### src/rtl/decode_pkg.sv
// Shared definitions for the RV32I(+M) decode stage: opcodes, ALU operation
// codes and the control bundle produced by the combinational decoder.
package decode_pkg;

    // Major opcodes (instruction[6:0])
    localparam logic [6:0] RXX   = 7'b0110011;
    localparam logic [6:0] IXX   = 7'b0010011;
    localparam logic [6:0] BXX   = 7'b1100011;
    localparam logic [6:0] LUI   = 7'b0110111;
    localparam logic [6:0] AUIPC = 7'b0010111;
    localparam logic [6:0] JAL   = 7'b1101111;
    localparam logic [6:0] JALR  = 7'b1100111;
    localparam logic [6:0] LXX   = 7'b0000011;
    localparam logic [6:0] SXX   = 7'b0100011;

    // funct7 values that qualify R-type and shift-immediate encodings
    localparam logic [6:0] F7_BASE = 7'b0000000;
    localparam logic [6:0] F7_ALT  = 7'b0100000;
    localparam logic [6:0] F7_MEXT = 7'b0000001;

    // ALU operation codes; base-ISA ops equal funct3, SUB/SRA add 8,
    // branches and M-extension ops are a base plus funct3.
    localparam logic [5:0] ALU_ADD     = 6'd0;
    localparam logic [5:0] ALU_SLL     = 6'd1;
    localparam logic [5:0] ALU_SLT     = 6'd2;
    localparam logic [5:0] ALU_SLTU    = 6'd3;
    localparam logic [5:0] ALU_XOR     = 6'd4;
    localparam logic [5:0] ALU_SRL     = 6'd5;
    localparam logic [5:0] ALU_OR      = 6'd6;
    localparam logic [5:0] ALU_AND     = 6'd7;
    localparam logic [5:0] ALU_SUB     = 6'd8;
    localparam logic [5:0] ALU_SRA     = 6'd13;
    localparam logic [5:0] ALU_PASSB   = 6'd16;
    localparam logic [5:0] ALU_ADDPC   = 6'd17;
    localparam logic [5:0] ALU_LINK    = 6'd18;
    localparam logic [5:0] ALU_BR_BASE = 6'd24;
    localparam logic [5:0] ALU_M_BASE  = 6'd32;

    // Control bundle for one decoded instruction
    typedef struct packed {
        logic [5:0] alu_op;
        logic       alusrc;
        logic       mem_to_reg;
        logic       reg_write;
        logic       mem_read;
        logic       mem_write;
        logic       branch;
        logic       jump;
        logic       illegal;
    } ctrl_t;

    // Combine an ALU op base with funct3 (bases are 8-aligned)
    function automatic logic [5:0] alu_with_f3(input logic [5:0] base, input logic [2:0] f3);
        return base | {3'b000, f3};
    endfunction

endpackage

### src/rtl/decode_comb.sv
// Purely combinational RV32I(+M) decoder: control bundle, sign-extended
// immediate and register addresses (zeroed when the format does not use them).
module decode_comb
    import decode_pkg::*;
#(
    parameter int XLEN       = 32,
    parameter int REG_ADDR_W = 5,
    parameter int ENABLE_M   = 0
) (
    input  logic [31:0]           instruction,
    output ctrl_t                 ctrl,
    output logic [XLEN-1:0]       imm,
    output logic [REG_ADDR_W-1:0] rs1,
    output logic [REG_ADDR_W-1:0] rs2,
    output logic [REG_ADDR_W-1:0] rd
);

    logic [6:0]  opcode;
    logic [2:0]  funct3;
    logic [6:0]  funct7;
    logic [31:0] imm_i;
    logic [31:0] imm_s;
    logic [31:0] imm_b;
    logic [31:0] imm_u;
    logic [31:0] imm_j;
    logic [31:0] imm_sel;
    logic        use_rs1;
    logic        use_rs2;
    logic        use_rd;

    assign opcode = instruction[6:0];
    assign funct3 = instruction[14:12];
    assign funct7 = instruction[31:25];

    assign imm_i = {{20{instruction[31]}}, instruction[31:20]};
    assign imm_s = {{20{instruction[31]}}, instruction[31:25], instruction[11:7]};
    assign imm_b = {{19{instruction[31]}}, instruction[31], instruction[7],
                    instruction[30:25], instruction[11:8], 1'b0};
    assign imm_u = {instruction[31:12], 12'b0};
    assign imm_j = {{11{instruction[31]}}, instruction[31], instruction[19:12],
                    instruction[20], instruction[30:21], 1'b0};

    // Opcode/funct decode into the control bundle; illegal encodings drop all side effects
    always_comb begin
        ctrl    = '0;
        imm_sel = '0;
        use_rs1 = 1'b0;
        use_rs2 = 1'b0;
        use_rd  = 1'b0;
        case (opcode)
            RXX: begin
                use_rs1        = 1'b1;
                use_rs2        = 1'b1;
                use_rd         = 1'b1;
                ctrl.reg_write = 1'b1;
                if (funct7 == F7_BASE) begin
                    ctrl.alu_op = alu_with_f3(ALU_ADD, funct3);
                end else if (funct7 == F7_ALT && (funct3 == 3'd0 || funct3 == 3'd5)) begin
                    ctrl.alu_op = alu_with_f3(ALU_SUB, funct3);
                end else if (funct7 == F7_MEXT && ENABLE_M != 0) begin
                    ctrl.alu_op = alu_with_f3(ALU_M_BASE, funct3);
                end else begin
                    ctrl.illegal = 1'b1;
                end
            end
            IXX: begin
                use_rs1        = 1'b1;
                use_rd         = 1'b1;
                ctrl.alusrc    = 1'b1;
                ctrl.reg_write = 1'b1;
                imm_sel        = imm_i;
                ctrl.alu_op    = alu_with_f3(ALU_ADD, funct3);
                if (funct3 == 3'd1) begin
                    if (funct7 != F7_BASE) ctrl.illegal = 1'b1;
                end else if (funct3 == 3'd5) begin
                    if (funct7 == F7_ALT) ctrl.alu_op = ALU_SRA;
                    else if (funct7 != F7_BASE) ctrl.illegal = 1'b1;
                end
            end
            LUI: begin
                use_rd         = 1'b1;
                ctrl.reg_write = 1'b1;
                ctrl.alusrc    = 1'b1;
                imm_sel        = imm_u;
                ctrl.alu_op    = ALU_PASSB;
            end
            AUIPC: begin
                use_rd         = 1'b1;
                ctrl.reg_write = 1'b1;
                ctrl.alusrc    = 1'b1;
                imm_sel        = imm_u;
                ctrl.alu_op    = ALU_ADDPC;
            end
            JAL: begin
                use_rd         = 1'b1;
                ctrl.jump      = 1'b1;
                ctrl.reg_write = 1'b1;
                imm_sel        = imm_j;
                ctrl.alu_op    = ALU_LINK;
            end
            JALR: begin
                use_rs1        = 1'b1;
                use_rd         = 1'b1;
                ctrl.jump      = 1'b1;
                ctrl.reg_write = 1'b1;
                ctrl.alusrc    = 1'b1;
                imm_sel        = imm_i;
                ctrl.alu_op    = ALU_LINK;
            end
            BXX: begin
                use_rs1     = 1'b1;
                use_rs2     = 1'b1;
                ctrl.branch = 1'b1;
                imm_sel     = imm_b;
                ctrl.alu_op = alu_with_f3(ALU_BR_BASE, funct3);
                if (funct3 == 3'd2 || funct3 == 3'd3) ctrl.illegal = 1'b1;
            end
            LXX: begin
                use_rs1         = 1'b1;
                use_rd          = 1'b1;
                ctrl.mem_read   = 1'b1;
                ctrl.mem_to_reg = 1'b1;
                ctrl.reg_write  = 1'b1;
                ctrl.alusrc     = 1'b1;
                imm_sel         = imm_i;
                ctrl.alu_op     = ALU_ADD;
                if (funct3 == 3'd3 || funct3 == 3'd6 || funct3 == 3'd7) ctrl.illegal = 1'b1;
            end
            SXX: begin
                use_rs1        = 1'b1;
                use_rs2        = 1'b1;
                ctrl.mem_write = 1'b1;
                ctrl.alusrc    = 1'b1;
                imm_sel        = imm_s;
                ctrl.alu_op    = ALU_ADD;
                if (funct3 > 3'd2) ctrl.illegal = 1'b1;
            end
            default: begin
                ctrl.illegal = 1'b1;
            end
        endcase
        if (ctrl.illegal) begin
            ctrl.reg_write  = 1'b0;
            ctrl.mem_read   = 1'b0;
            ctrl.mem_write  = 1'b0;
            ctrl.mem_to_reg = 1'b0;
            ctrl.branch     = 1'b0;
            ctrl.jump       = 1'b0;
        end
    end

    // Register fields are reported only when the format reads/writes them
    always_comb begin
        rs1 = use_rs1 ? REG_ADDR_W'(instruction[19:15]) : '0;
        rs2 = use_rs2 ? REG_ADDR_W'(instruction[24:20]) : '0;
        rd  = use_rd  ? REG_ADDR_W'(instruction[11:7])  : '0;
        imm = XLEN'($signed(imm_sel));
    end

endmodule

### src/rtl/decode_stage.sv
// Registered instruction-decode pipeline stage between fetch and execute.
// Owns the handshake, the one-entry output register, the load-use interlock,
// flush and a saturating interlock-cycle counter.
//
// Handshake: on both sides a transfer happens on a rising edge where valid
// and ready are both high. instr_ready_o is combinational and never looks at
// instr_valid_i; the held bundle stays stable while id_valid_o & !id_ready_i.
// flush_i drops id_valid_o on the next edge regardless of accept or hold.
module decode_stage
    import decode_pkg::*;
#(
    parameter int XLEN        = 32,
    parameter int REG_ADDR_W  = 5,
    parameter int ALU_OP_W    = 6,
    parameter int ENABLE_M    = 0,
    parameter int STALL_CNT_W = 16
) (
    input  logic                   clk_i,
    input  logic                   rst_i,
    input  logic                   instr_valid_i,
    output logic                   instr_ready_o,
    input  logic [31:0]            instruction_i,
    input  logic [XLEN-1:0]        pc_i,
    input  logic                   flush_i,
    input  logic                   ex_mem_read_i,
    input  logic [REG_ADDR_W-1:0]  ex_rd_i,
    output logic                   id_valid_o,
    input  logic                   id_ready_i,
    output logic [XLEN-1:0]        pc_o,
    output logic [REG_ADDR_W-1:0]  rs1_o,
    output logic [REG_ADDR_W-1:0]  rs2_o,
    output logic [REG_ADDR_W-1:0]  rd_o,
    output logic [XLEN-1:0]        imm_o,
    output logic [ALU_OP_W-1:0]    alu_op_o,
    output logic                   alusrc_o,
    output logic                   mem_to_reg_o,
    output logic                   reg_write_o,
    output logic                   mem_read_o,
    output logic                   mem_write_o,
    output logic                   branch_o,
    output logic                   jump_o,
    output logic                   illegal_o,
    output logic [STALL_CNT_W-1:0] stall_cnt_o
);

    ctrl_t                 dec_ctrl;
    logic [XLEN-1:0]       dec_imm;
    logic [REG_ADDR_W-1:0] dec_rs1;
    logic [REG_ADDR_W-1:0] dec_rs2;
    logic [REG_ADDR_W-1:0] dec_rd;
    logic                  hazard;
    logic                  accept;

    decode_comb #(
        .XLEN       (XLEN),
        .REG_ADDR_W (REG_ADDR_W),
        .ENABLE_M   (ENABLE_M)
    ) u_decode_comb (
        .instruction (instruction_i),
        .ctrl        (dec_ctrl),
        .imm         (dec_imm),
        .rs1         (dec_rs1),
        .rs2         (dec_rs2),
        .rd          (dec_rd)
    );

    // Load-use interlock; unused rs fields are already zero and x0 never hazards
    always_comb begin
        hazard = ex_mem_read_i && (ex_rd_i != '0) &&
                 ((ex_rd_i == dec_rs1) || (ex_rd_i == dec_rs2));
        instr_ready_o = (!id_valid_o || id_ready_i) && !hazard;
        accept        = instr_valid_i && instr_ready_o;
    end

    // Output valid: flush wins, then accept, then bubble on consume
    always_ff @(posedge clk_i) begin
        if (rst_i) begin
            id_valid_o <= 1'b0;
        end else if (flush_i) begin
            id_valid_o <= 1'b0;
        end else if (accept) begin
            id_valid_o <= 1'b1;
        end else if (id_ready_i) begin
            id_valid_o <= 1'b0;
        end
    end

    // Bundle register: loads on accept only, so a held bundle never moves
    always_ff @(posedge clk_i) begin
        if (rst_i) begin
            pc_o         <= '0;
            rs1_o        <= '0;
            rs2_o        <= '0;
            rd_o         <= '0;
            imm_o        <= '0;
            alu_op_o     <= '0;
            alusrc_o     <= 1'b0;
            mem_to_reg_o <= 1'b0;
            reg_write_o  <= 1'b0;
            mem_read_o   <= 1'b0;
            mem_write_o  <= 1'b0;
            branch_o     <= 1'b0;
            jump_o       <= 1'b0;
            illegal_o    <= 1'b0;
        end else if (accept) begin
            pc_o         <= pc_i;
            rs1_o        <= dec_rs1;
            rs2_o        <= dec_rs2;
            rd_o         <= dec_rd;
            imm_o        <= dec_imm;
            alu_op_o     <= ALU_OP_W'(dec_ctrl.alu_op);
            alusrc_o     <= dec_ctrl.alusrc;
            mem_to_reg_o <= dec_ctrl.mem_to_reg;
            reg_write_o  <= dec_ctrl.reg_write;
            mem_read_o   <= dec_ctrl.mem_read;
            mem_write_o  <= dec_ctrl.mem_write;
            branch_o     <= dec_ctrl.branch;
            jump_o       <= dec_ctrl.jump;
            illegal_o    <= dec_ctrl.illegal;
        end
    end

    // Saturating count of cycles a valid instruction was blocked by the interlock
    always_ff @(posedge clk_i) begin
        if (rst_i) begin
            stall_cnt_o <= '0;
        end else if (instr_valid_i && hazard && !flush_i &&
                     (stall_cnt_o != {STALL_CNT_W{1'b1}})) begin
            stall_cnt_o <= stall_cnt_o + 1'b1;
        end
    end

endmodule

### config.mk
export PLATFORM = sky130hd
export DESIGN_NAME = decode_stage
export DESIGN_NICKNAME = d
export VERILOG_FILES = /design/src/rtl/decode_pkg.sv /design/src/rtl/decode_comb.sv /design/src/rtl/decode_stage.sv
export SDC_FILE = /design/constraint.sdc
export NUM_CORES = 1
export LEC_CHECK = 0
export CORE_UTILIZATION = 49
export DETAILED_ROUTE_END_ITERATION = 7
export GPL_TIMING_DRIVEN = 0
export PLACE_DENSITY = 0.86
export SLEW_MARGIN = 20
export SYNTH_ARGS = -nofsm -noshare
export SYNTH_HDL_FRONTEND = slang
export SYNTH_HIERARCHICAL = 1
export SYNTH_SLANG_ARGS = --single-unit
### constraint.sdc
create_clock -name clk_i -period 5.6 [get_ports clk_i]
set_input_delay 0.56 -clock clk_i [delete_from_list [all_inputs] [get_ports clk_i]]
set_output_delay 0.56 -clock clk_i [all_outputs]
set_load 0.02 [all_outputs]
==> results by group, run 1 <==
Power
  • P_leak: 3.24 nW
  • PwrDens: 209 nW/um^2
  • Sw Pwr: 0.000416 W
  • Int Power: 0.00116 W
  • Comb pwr share: 17.8%
  • Switching share of power: 26.3%
  • Peak supply drop: 0.123 mV
  • Clock power frac: 30.8%
  • Part of the power in registers: 51.4%

Timing
  • Fin crit period: 4.08 ns
  • Crit share post-route: 72.9%
  • Max Clk Rate: 245 MHz
  • Fin Hold WS: 0.500 ns
  • Max-slew headroom: 33.1%
  • Worst slew pin tran: 0.994 ns
  • Final setup viols: 0
  • Hold Fails Final Rpt: 0
  • Max Transition Viols Final: 0
  • Final worst slack: 1.52 ns
  • Worst Skew: 0.00790 ns
  • RSZ-0062 raised after global routing: false
  • Setup TNS Final: 0 ns

Die
  • I/O pin cnt: 186
  • Die Wd: 107 um
  • Core area: 10,500 sq um
  • Die area: 11,400 sq um
  • Die Y: 107 um
  • Cell row count: 37
  • Initial Util: 51.4%

Place
  • Routability congestion estimate: 0.898
  • PortBufs: 183
  • Pre-CTS WS: 1.58 ns
  • DP Wirelength: 11,700 um

Drt
  • DRC: 0
  • Post-route ant nets: 0
  • Detailed Routing Iterations Pass 1: 5
  • Vias: 4,854
  • Vias/cell: 5.38
  • WL final: 15,100 um
  • WL/cell: 16.8 um
  • Initial drt markers: 238

Final layout
  • Most common cell after layout, fill and taps aside: clkdlybuf4s50_1
  • Fillers: 819
  • Diode count: 0
  • Sequential cell area: 2200 sq um
  • Fraction of layout cells with a size suffix above 1: 7.70%
  • Most frequent cells in the layout: clkdlybuf4s50_1, nor2_1, dfxtp_1
  • Final net count: 838
  • Util after Layout: 72.4%
  • Multi-input logic area: 2840 sq um
  • Area grow syn2layout: 40.9%

Worst setup path
  • R2R Setup Slk: 3.37 ns
  • Kind of cell adding the most delay to the critical path: buffers and inverters
  • CP Capture Type: output port
  • Critical path buffers and inverters: 4
  • Critical path arrival: 3.52 ns
  • Critical path's slowest cell: clkdlybuf4s50_1
  • Critical path fanouts, max: 10
  • Critical path, cell by cell: clkdlybuf4s50_1 > clkbuf_1 > inv_1 > a21oi_1 > nor2_1 > and2_1 > xor2_1 > nor3_1 > a22oi_2 > o21a_1 > clkdlybuf4s50_1
  • WS Path Type: input port to output port
  • Worst Path Required: 5.04 ns
  • Max stage delay on crit path: 0.59 ns
  • Startpoint Class: input port
  • Crit-path most repeated cell: clkdlybuf4s50_1

Yosys
  • Synth area leader: dfxtp_1
  • Post-synthesis sequential area ratio: 41.0%
  • Syn_area_per_cell: 9.46 sq um
  • Number of synthesized flops with an enable pin: 0
  • Syn Inst Count: 568
  • Unique masters post-synth: 67
  • YS warnings: 6
  • Post-synth top area share: 41.0%
  • Synth Register Bits: 110
  • Mapped cell area: 5370 sq um
  • Primary FF master, synth: dfxtp_1
  • Syn Nets: 644
  • Asr flop ratio synth: 0%
  • Synth area leaders: dfxtp_1, mux2i_1, nor2_1

CTS
  • CTS Buf Count: 9
  • Hold Buf Count CTS: 0
  • Clock Pin Slew Worst Setup and Hold Paths: 0.10 ns
  • Post_cts resized: 0
  • Clk_lat worst skew: 0.37 ns
  • # H-tree levels: 3
  • TritonCTS clock tree: yes
  • Number of setup buffers added after CTS: 0
  • Clk sinks: 110
  • CTS root buffer: clkbuf_8
  • Max Buffers Root-to-Sink: 2

GRT
  • GR Overflow Total: 0
  • First-pass GRT wire length: 23,700 um
  • Vias in the first global route: 4,696
  • Largest net degree at the start of global routing: 18
  • Initial antenna violation count: 0
  • Tot GR Track Use: 26.6%

Run
  • # Max-Cap Violations: 0

Run status
  • Outcome: complete, no violations

Hold path
  • Hold crit path type: register to register
==> layout make-up <==
| class | instances | share of cell area (%) |
|---|---|---|
| Tap cell | 136 | 2.25 |
| Inverter | 5 | 0.248 |
| Buffer | 38 | 4.10 |
| Multi-Input combinational cell | 415 | 37.5 |
| Timing Repair Buffer | 183 | 24.2 |
| Clock buffer | 10 | 1.82 |
| Sequential cell | 110 | 29.1 |
| Clock inverter | 5 | 0.760 |
==> power groups by stage <==
stage | registers (W) | clock network [W] | logic, W
2_1_floorplan | 0.000853 | 0 | 0.000128
3_3_place_gp | 0.000828 | 0 | 0.000274
3_5_place_dp | 0.000829 | 0 | 0.000279
4_1_cts | 0.000811 | 0.000498 | 0.000281
5_1_grt | 0.000814 | 0.000533 | 0.000299
6_report | 0.000811 | 0.000487 | 0.000281
==> per-stage QoR <==
| step | instances | instance area, sq um | total power [W] |
|---|---|---|---|
| after detailed placement | 887 | 7370 | 0.00111 |
| after floorplan | 568 | 5370 | 0.000980 |
| after CTS | 902 | 7570 | 0.00159 |
| after global routing | 902 | 7570 | 0.00165 |
| after global placement | 887 | 7370 | 0.00110 |
| final | 902 | 7570 | 0.00158 |
==> cells by family after synthesis <==
| group | count (synthesis) | share of synthesized area (%) |
|---|---|---|
| AO/OA/AOI/OAI | 74 | 10.2 |
| XOR/XNOR | 12 | 1.96 |
| buffers and inverters | 43 | 6.12 |
| multiplexers | 104 | 19.6 |
| other | 1 | 0.0698 |
| flip-flops | 110 | 41.0 |
| adder cells (fa/ha/maj) | 1 | 0.233 |
| AND/OR/NAND/NOR | 223 | 20.8 |
==> worst register-to-register path, stage by stage, from the launching register on <==
cell,delay (ns)
dfxtp_1,0.42
ha_1,0.22
nand3_1,0.12
nor2_1,0.38
nand4b_1,0.20
or3_1,0.34
nor2_1,0.10
mux2_2,0.34
==> routing by layer <==
layer	routed length, um	GRT usage [%]	up-vias
met4	380	10.7	0
met3	1020	4.86	26
li1	-	-	2351
met2	7210	44.8	184
met5	0	0	-
met1	6520	33.6	2293
==> sequential cells by signal, indices dropped and copies added (netlist names) <==
register      flops
alu_op_o          6
alusrc_o          1
branch_o          1
id_valid_o        1
illegal_o         1
imm_o            32
jump_o            1
mem_read_o        1
mem_to_reg_o      1
mem_write_o       1
pc_o             32
rd_o              5
reg_write_o       1
rs1_o             5
rs2_o             5
stall_cnt_o      16
==> final timing paths <==
| path | start | endpoint | cells after the start |
|---|---|---|---|
| hold / removal | imm_o[28] | imm_o[28] | 2 |
| setup / recovery | instruction_i[2] | instr_ready_o | 11 |
| hold reg to reg | imm_o[28] | imm_o[28] | 2 |
| setup reg to reg | stall_cnt_o[0] | stall_cnt_o[14] | 7 |
==> synthesized netlist by cell type (all sizes together), types with 3 or more instances <==
cell type and instances:
nand4 4, nor3 10, xor2 10, a21o 23, buf 21, inv 5
clkbuf 17, and3 6, nand2b 5, a211oi 4, a21oi 13, or4 3
nor2b 12, nand3b 4, nor2 122, a22o 5, o21ai 8, nor4 3
dfxtp 110, nand3 10, and2 23, nand2 8, mux2 10, mux2i 94
or3 3
No activity file was read; power rests on OpenSTA's default activity.
==> run 2: changes to the inputs <==
--- a/config.mk
+++ b/config.mk
@@ -5,10 +5,10 @@
 export SDC_FILE = /design/constraint.sdc
 export NUM_CORES = 1
 export LEC_CHECK = 0
-export CORE_UTILIZATION = 49
+export CORE_UTILIZATION = 41
 export DETAILED_ROUTE_END_ITERATION = 7
 export GPL_TIMING_DRIVEN = 0
-export PLACE_DENSITY = 0.86
+export PLACE_DENSITY = 0.76
 export SLEW_MARGIN = 20
 export SYNTH_ARGS = -nofsm -noshare
 export SYNTH_HDL_FRONTEND = slang
==> constraint.sdc (replaced) <==
create_clock -name clk_i -period 3.6 [get_ports clk_i]
set_input_delay 0.36 -clock clk_i [delete_from_list [all_inputs] [get_ports clk_i]]
set_output_delay 0.36 -clock clk_i [all_outputs]
set_load 0.02 [all_outputs]
==> run 2 against run 1 <==
  * Critical path depth decreased by 1
  * Sequential power increased by 55%
  * Non-clock buffer count is 2 higher
  * Cell area rose by 2.1%
  * Flip-flop and latch count is the same
  * First-iteration DRC count is 5.9% lower
  * Sequential share of layout area decreased by 0.61 points
  * Largest power group unchanged
==> results by group, run 2 (synthesized netlist as in run 1, its figures left out) <==
Power
  • Total power: 0.00268 W (was 0.00158 W)
  • Sw Pwr: 0.000708 W (was 0.000416 W)
  • Switching share of power: 26.5% (was 26.3%)
  • Part of the power in registers: 47.1% (was 51.4%)
  • P_leak: 3.29 nW (was 3.24 nW)
  • Clock power frac: 36.3% (was 30.8%)
  • Comb pwr share: 16.5% (was 17.8%)
  • PwrDens: 346 nW/um^2 (was 209 nW/um^2)
  • Int Power: 0.00197 W (was 0.00116 W)
  • Peak supply drop: 0.341 mV (was 0.123 mV)

Worst setup path
  • Startpoint Class: input port (unchanged)
  • Critical path's slowest cell: clkdlybuf4s50_1 (unchanged)
  • R2R Setup Slk: 1.36 ns (was 3.37 ns)
  • Max stage delay on crit path: 0.53 ns (was 0.59 ns)
  • Worst Path Required: 3.24 ns (was 5.04 ns)
  • CP Capture Type: output port (unchanged)
  • Worst R2R End: stall_cnt_o[14] (unchanged)
  • WS Path Type: input port to output port (unchanged)
  • FF-to-FF Start: stall_cnt_o[0] (unchanged)
  • Critical path arrival: 2.99 ns (was 3.52 ns)
  • R2r worst-path depth: 7 (unchanged)
  • Critical path fanouts, max: 10 (unchanged)
  • Critical path, cell by cell: clkdlybuf4s50_1 > buf_2 > inv_1 > o2111a_1 > and2_1 > xor2_1 > nor3_1 > a22oi_2 > o21a_1 > clkdlybuf4s50_1 (was clkdlybuf4s50_1 > clkbuf_1 > inv_1 > a21oi_1 > nor2_1 > and2_1 > xor2_1 > nor3_1 > a22oi_2 > o21a_1 > clkdlybuf4s50_1)
  • Crit-path most repeated cell: clkdlybuf4s50_1 (unchanged)

Drt
  • DRC: 0 (unchanged)
  • Initial drt markers: 224 (was 238)
  • WL final: 16,000 um (was 15,100 um)
  • Detailed Routing Iterations Pass 1: 4 (was 5)
  • WL/cell: 17.0 um (was 16.8 um)
  • Vias: 4,885 (was 4,854)
  • Post-route ant nets: 0 (unchanged)
  • Vias/cell: 5.19 (was 5.38)

CTS
  • Clock Pin Slew Worst Setup and Hold Paths: 0.07 ns (was 0.10 ns)
  • Clk sinks: 110 (unchanged)
  • # H-tree levels: 3 (unchanged)
  • CTS root buffer: clkbuf_16 (was clkbuf_8)
  • Clk_lat worst skew: 0.36 ns (was 0.37 ns)
  • TritonCTS clock tree: yes (unchanged)
  • CTS Buf Count: 9 (unchanged)
  • Max Buffers Root-to-Sink: 2 (unchanged)

Die
  • Die area: 13,600 sq um (was 11,400 sq um)
  • I/O pin cnt: 186 (unchanged)
  • Core area: 12,700 sq um (was 10,500 sq um)
  • Die Wd: 116 um (was 107 um)
  • Initial Util: 42.2% (was 51.4%)
  • Cell row count: 41 (was 37)
  • Die Y: 116 um (was 107 um)

Timing
  • RSZ-0062 raised after global routing: false (unchanged)
  • Final setup viols: 0 (unchanged)
  • Worst Skew: 0.00679 ns (was 0.00790 ns)
  • Fin crit period: 3.35 ns
  • Max-slew headroom: 28.6% (was 33.1%)
  • Hold Fails Final Rpt: 0 (unchanged)
  • Worst slew pin tran: 1.06 ns (was 0.994 ns)
  • Max Clk Rate: 299 MHz
  • Crit share post-route: 93.0%
  • Max Transition Viols Final: 0 (unchanged)

GRT
  • Largest net degree at the start of global routing: 19 (was 18)
  • First-pass GRT wire length: 24,300 um (was 23,700 um)
  • GR Overflow Total: 0 (unchanged)
  • Tot GR Track Use: 23.7% (was 26.6%)
  • Vias in the first global route: 4,779 (was 4,696)
  • Initial antenna violation count: 0 (unchanged)

Final layout
  • Most common cell after layout, fill and taps aside: clkdlybuf4s50_1 (unchanged)
  • Diode count: 0 (unchanged)
  • Fraction of layout cells with a size suffix above 1: 8.19% (was 7.70%)
  • Area grow syn2layout: 43.9% (was 40.9%)
  • Design area: 7730 sq um (was 7570 sq um)
  • Final net count: 840 (was 838)
  • Most frequent cells in the layout: clkdlybuf4s50_1, nor2_1, dfxtp_1 (unchanged)
  • Sequential cell area: 2200 sq um (unchanged)
  • Fillers: 1,150 (was 819)
  • Final non-filler cell total: 941 (was 902)
  • Multi-input logic area: 2850 sq um (was 2840 sq um)
  • Util after Layout: 60.8% (was 72.4%)
  • Top Registers: imm_o (32), pc_o (32), stall_cnt_o (16) (unchanged)

Place
  • PortBufs: 183 (unchanged)
  • Post-DP Area: 7420 sq um (was 7370 sq um)
  • DP Wirelength: 12,300 um (was 11,700 um)
  • Routability congestion estimate: 0.892 (was 0.898)
  • Post-Place Cells: 923 (was 887)

Hold path
  • Sink of the worst hold path: imm_o[16] (was imm_o[28])
  • Hold_sp: imm_o[16] (was imm_o[28])
  • Hold Path Cell Cnt: 2 (unchanged)
  • Hold crit path type: register to register (unchanged)

Run status
  • Outcome: complete, no violations (unchanged)

Run
  • # Max-Cap Violations: 0 (unchanged)
run 2: critical path, delay by kind of cell:
family          cells  cell delay (ns)
simple gates        2             0.44
compound gates      3             0.64
xor+xnor            1             0.16
buf+inv             4             1.38
run 2: power groups by stage:
stage | clock (W) | sequential, W | combinational (W)
2_1_floorplan | 0 | 0.00133 | 0.000198
3_5_place_dp | 0 | 0.00129 | 0.000439
6_report | 0.000973 | 0.00126 | 0.000443
5_1_grt | 0.00104 | 0.00126 | 0.000472
3_3_place_gp | 0 | 0.00129 | 0.000431
4_1_cts | 0.000996 | 0.00126 | 0.000442
run 2: worst max path at each step:
stage / cells past startpoint / startpoint / to
final: 10 / instruction_i[4] / instr_ready_o
after global routing: 10 / instruction_i[4] / instr_ready_o
after CTS: 10 / instruction_i[2] / instr_ready_o
after detailed placement: 15 / instruction_i[2] / imm_o[14]
after global placement: 11 / instruction_i[2] / instr_ready_o
after floorplan: 12 / instruction_i[2] / stall_cnt_o[10]
run 2: metal layers:
| metal | up-vias | part of all wire [%] | track usage [%] |
|---|---|---|---|
| met2 | 192 | 48 | 40.4 |
| met5 | - | 0 | 0 |
| met4 | 0 | 2.0 | 9.83 |
| met1 | 2312 | 42 | 28.4 |
| met3 | 22 | 7.7 | 5.76 |
| li1 | 2359 | - | - |
run 2: what timing repair did:
| action | in CTS | in global routing |
|---|---|---|
| setup buffers | 0 | 3 |
| gates resized for setup | 1 | 2 |
| hold buffers | 0 | 0 |
| pin swaps | 0 | 1 |
| endpoints found under the setup margin | 1 | 1 |
| gates cloned | 0 | 0 |
run 2: layout make-up:
class | count | share of cell area, %
repair buffers | 186 | 24.0
clock inverters | 5 | 0.534
well taps | 172 | 2.78
plain buffers | 37 | 3.96
multi-input cells | 415 | 36.8
clock buffers | 11 | 3.14
inverters | 5 | 0.243
flip-flops and latches | 110 | 28.5
run 2: through the flow:
stage / worst slack (ns) / setup TNS [ns] / hold WS (ns)
global placement: -0.0688 / -2.43 / 0.471
CTS: 0.00195 / 0 / 0.501
global route: 0.135 / 0 / 0.530
detailed placement: -0.151 / -7.82 / 0.483
finish: 0.251 / 0 / 0.497
floorplan: 0.957 / 0 / 0.438
==> run 3: changes to the inputs <==
--- a/config.mk
+++ b/config.mk
@@ -5,6 +5,7 @@
 export SDC_FILE = /design/constraint.sdc
 export NUM_CORES = 1
 export LEC_CHECK = 0
+export CAP_MARGIN = 20
 export CORE_UTILIZATION = 41
 export DETAILED_ROUTE_END_ITERATION = 7
 export GPL_TIMING_DRIVEN = 0
==> results of run 3 <==
The final DEF is identical to that of run 2; final timing and power are the same.
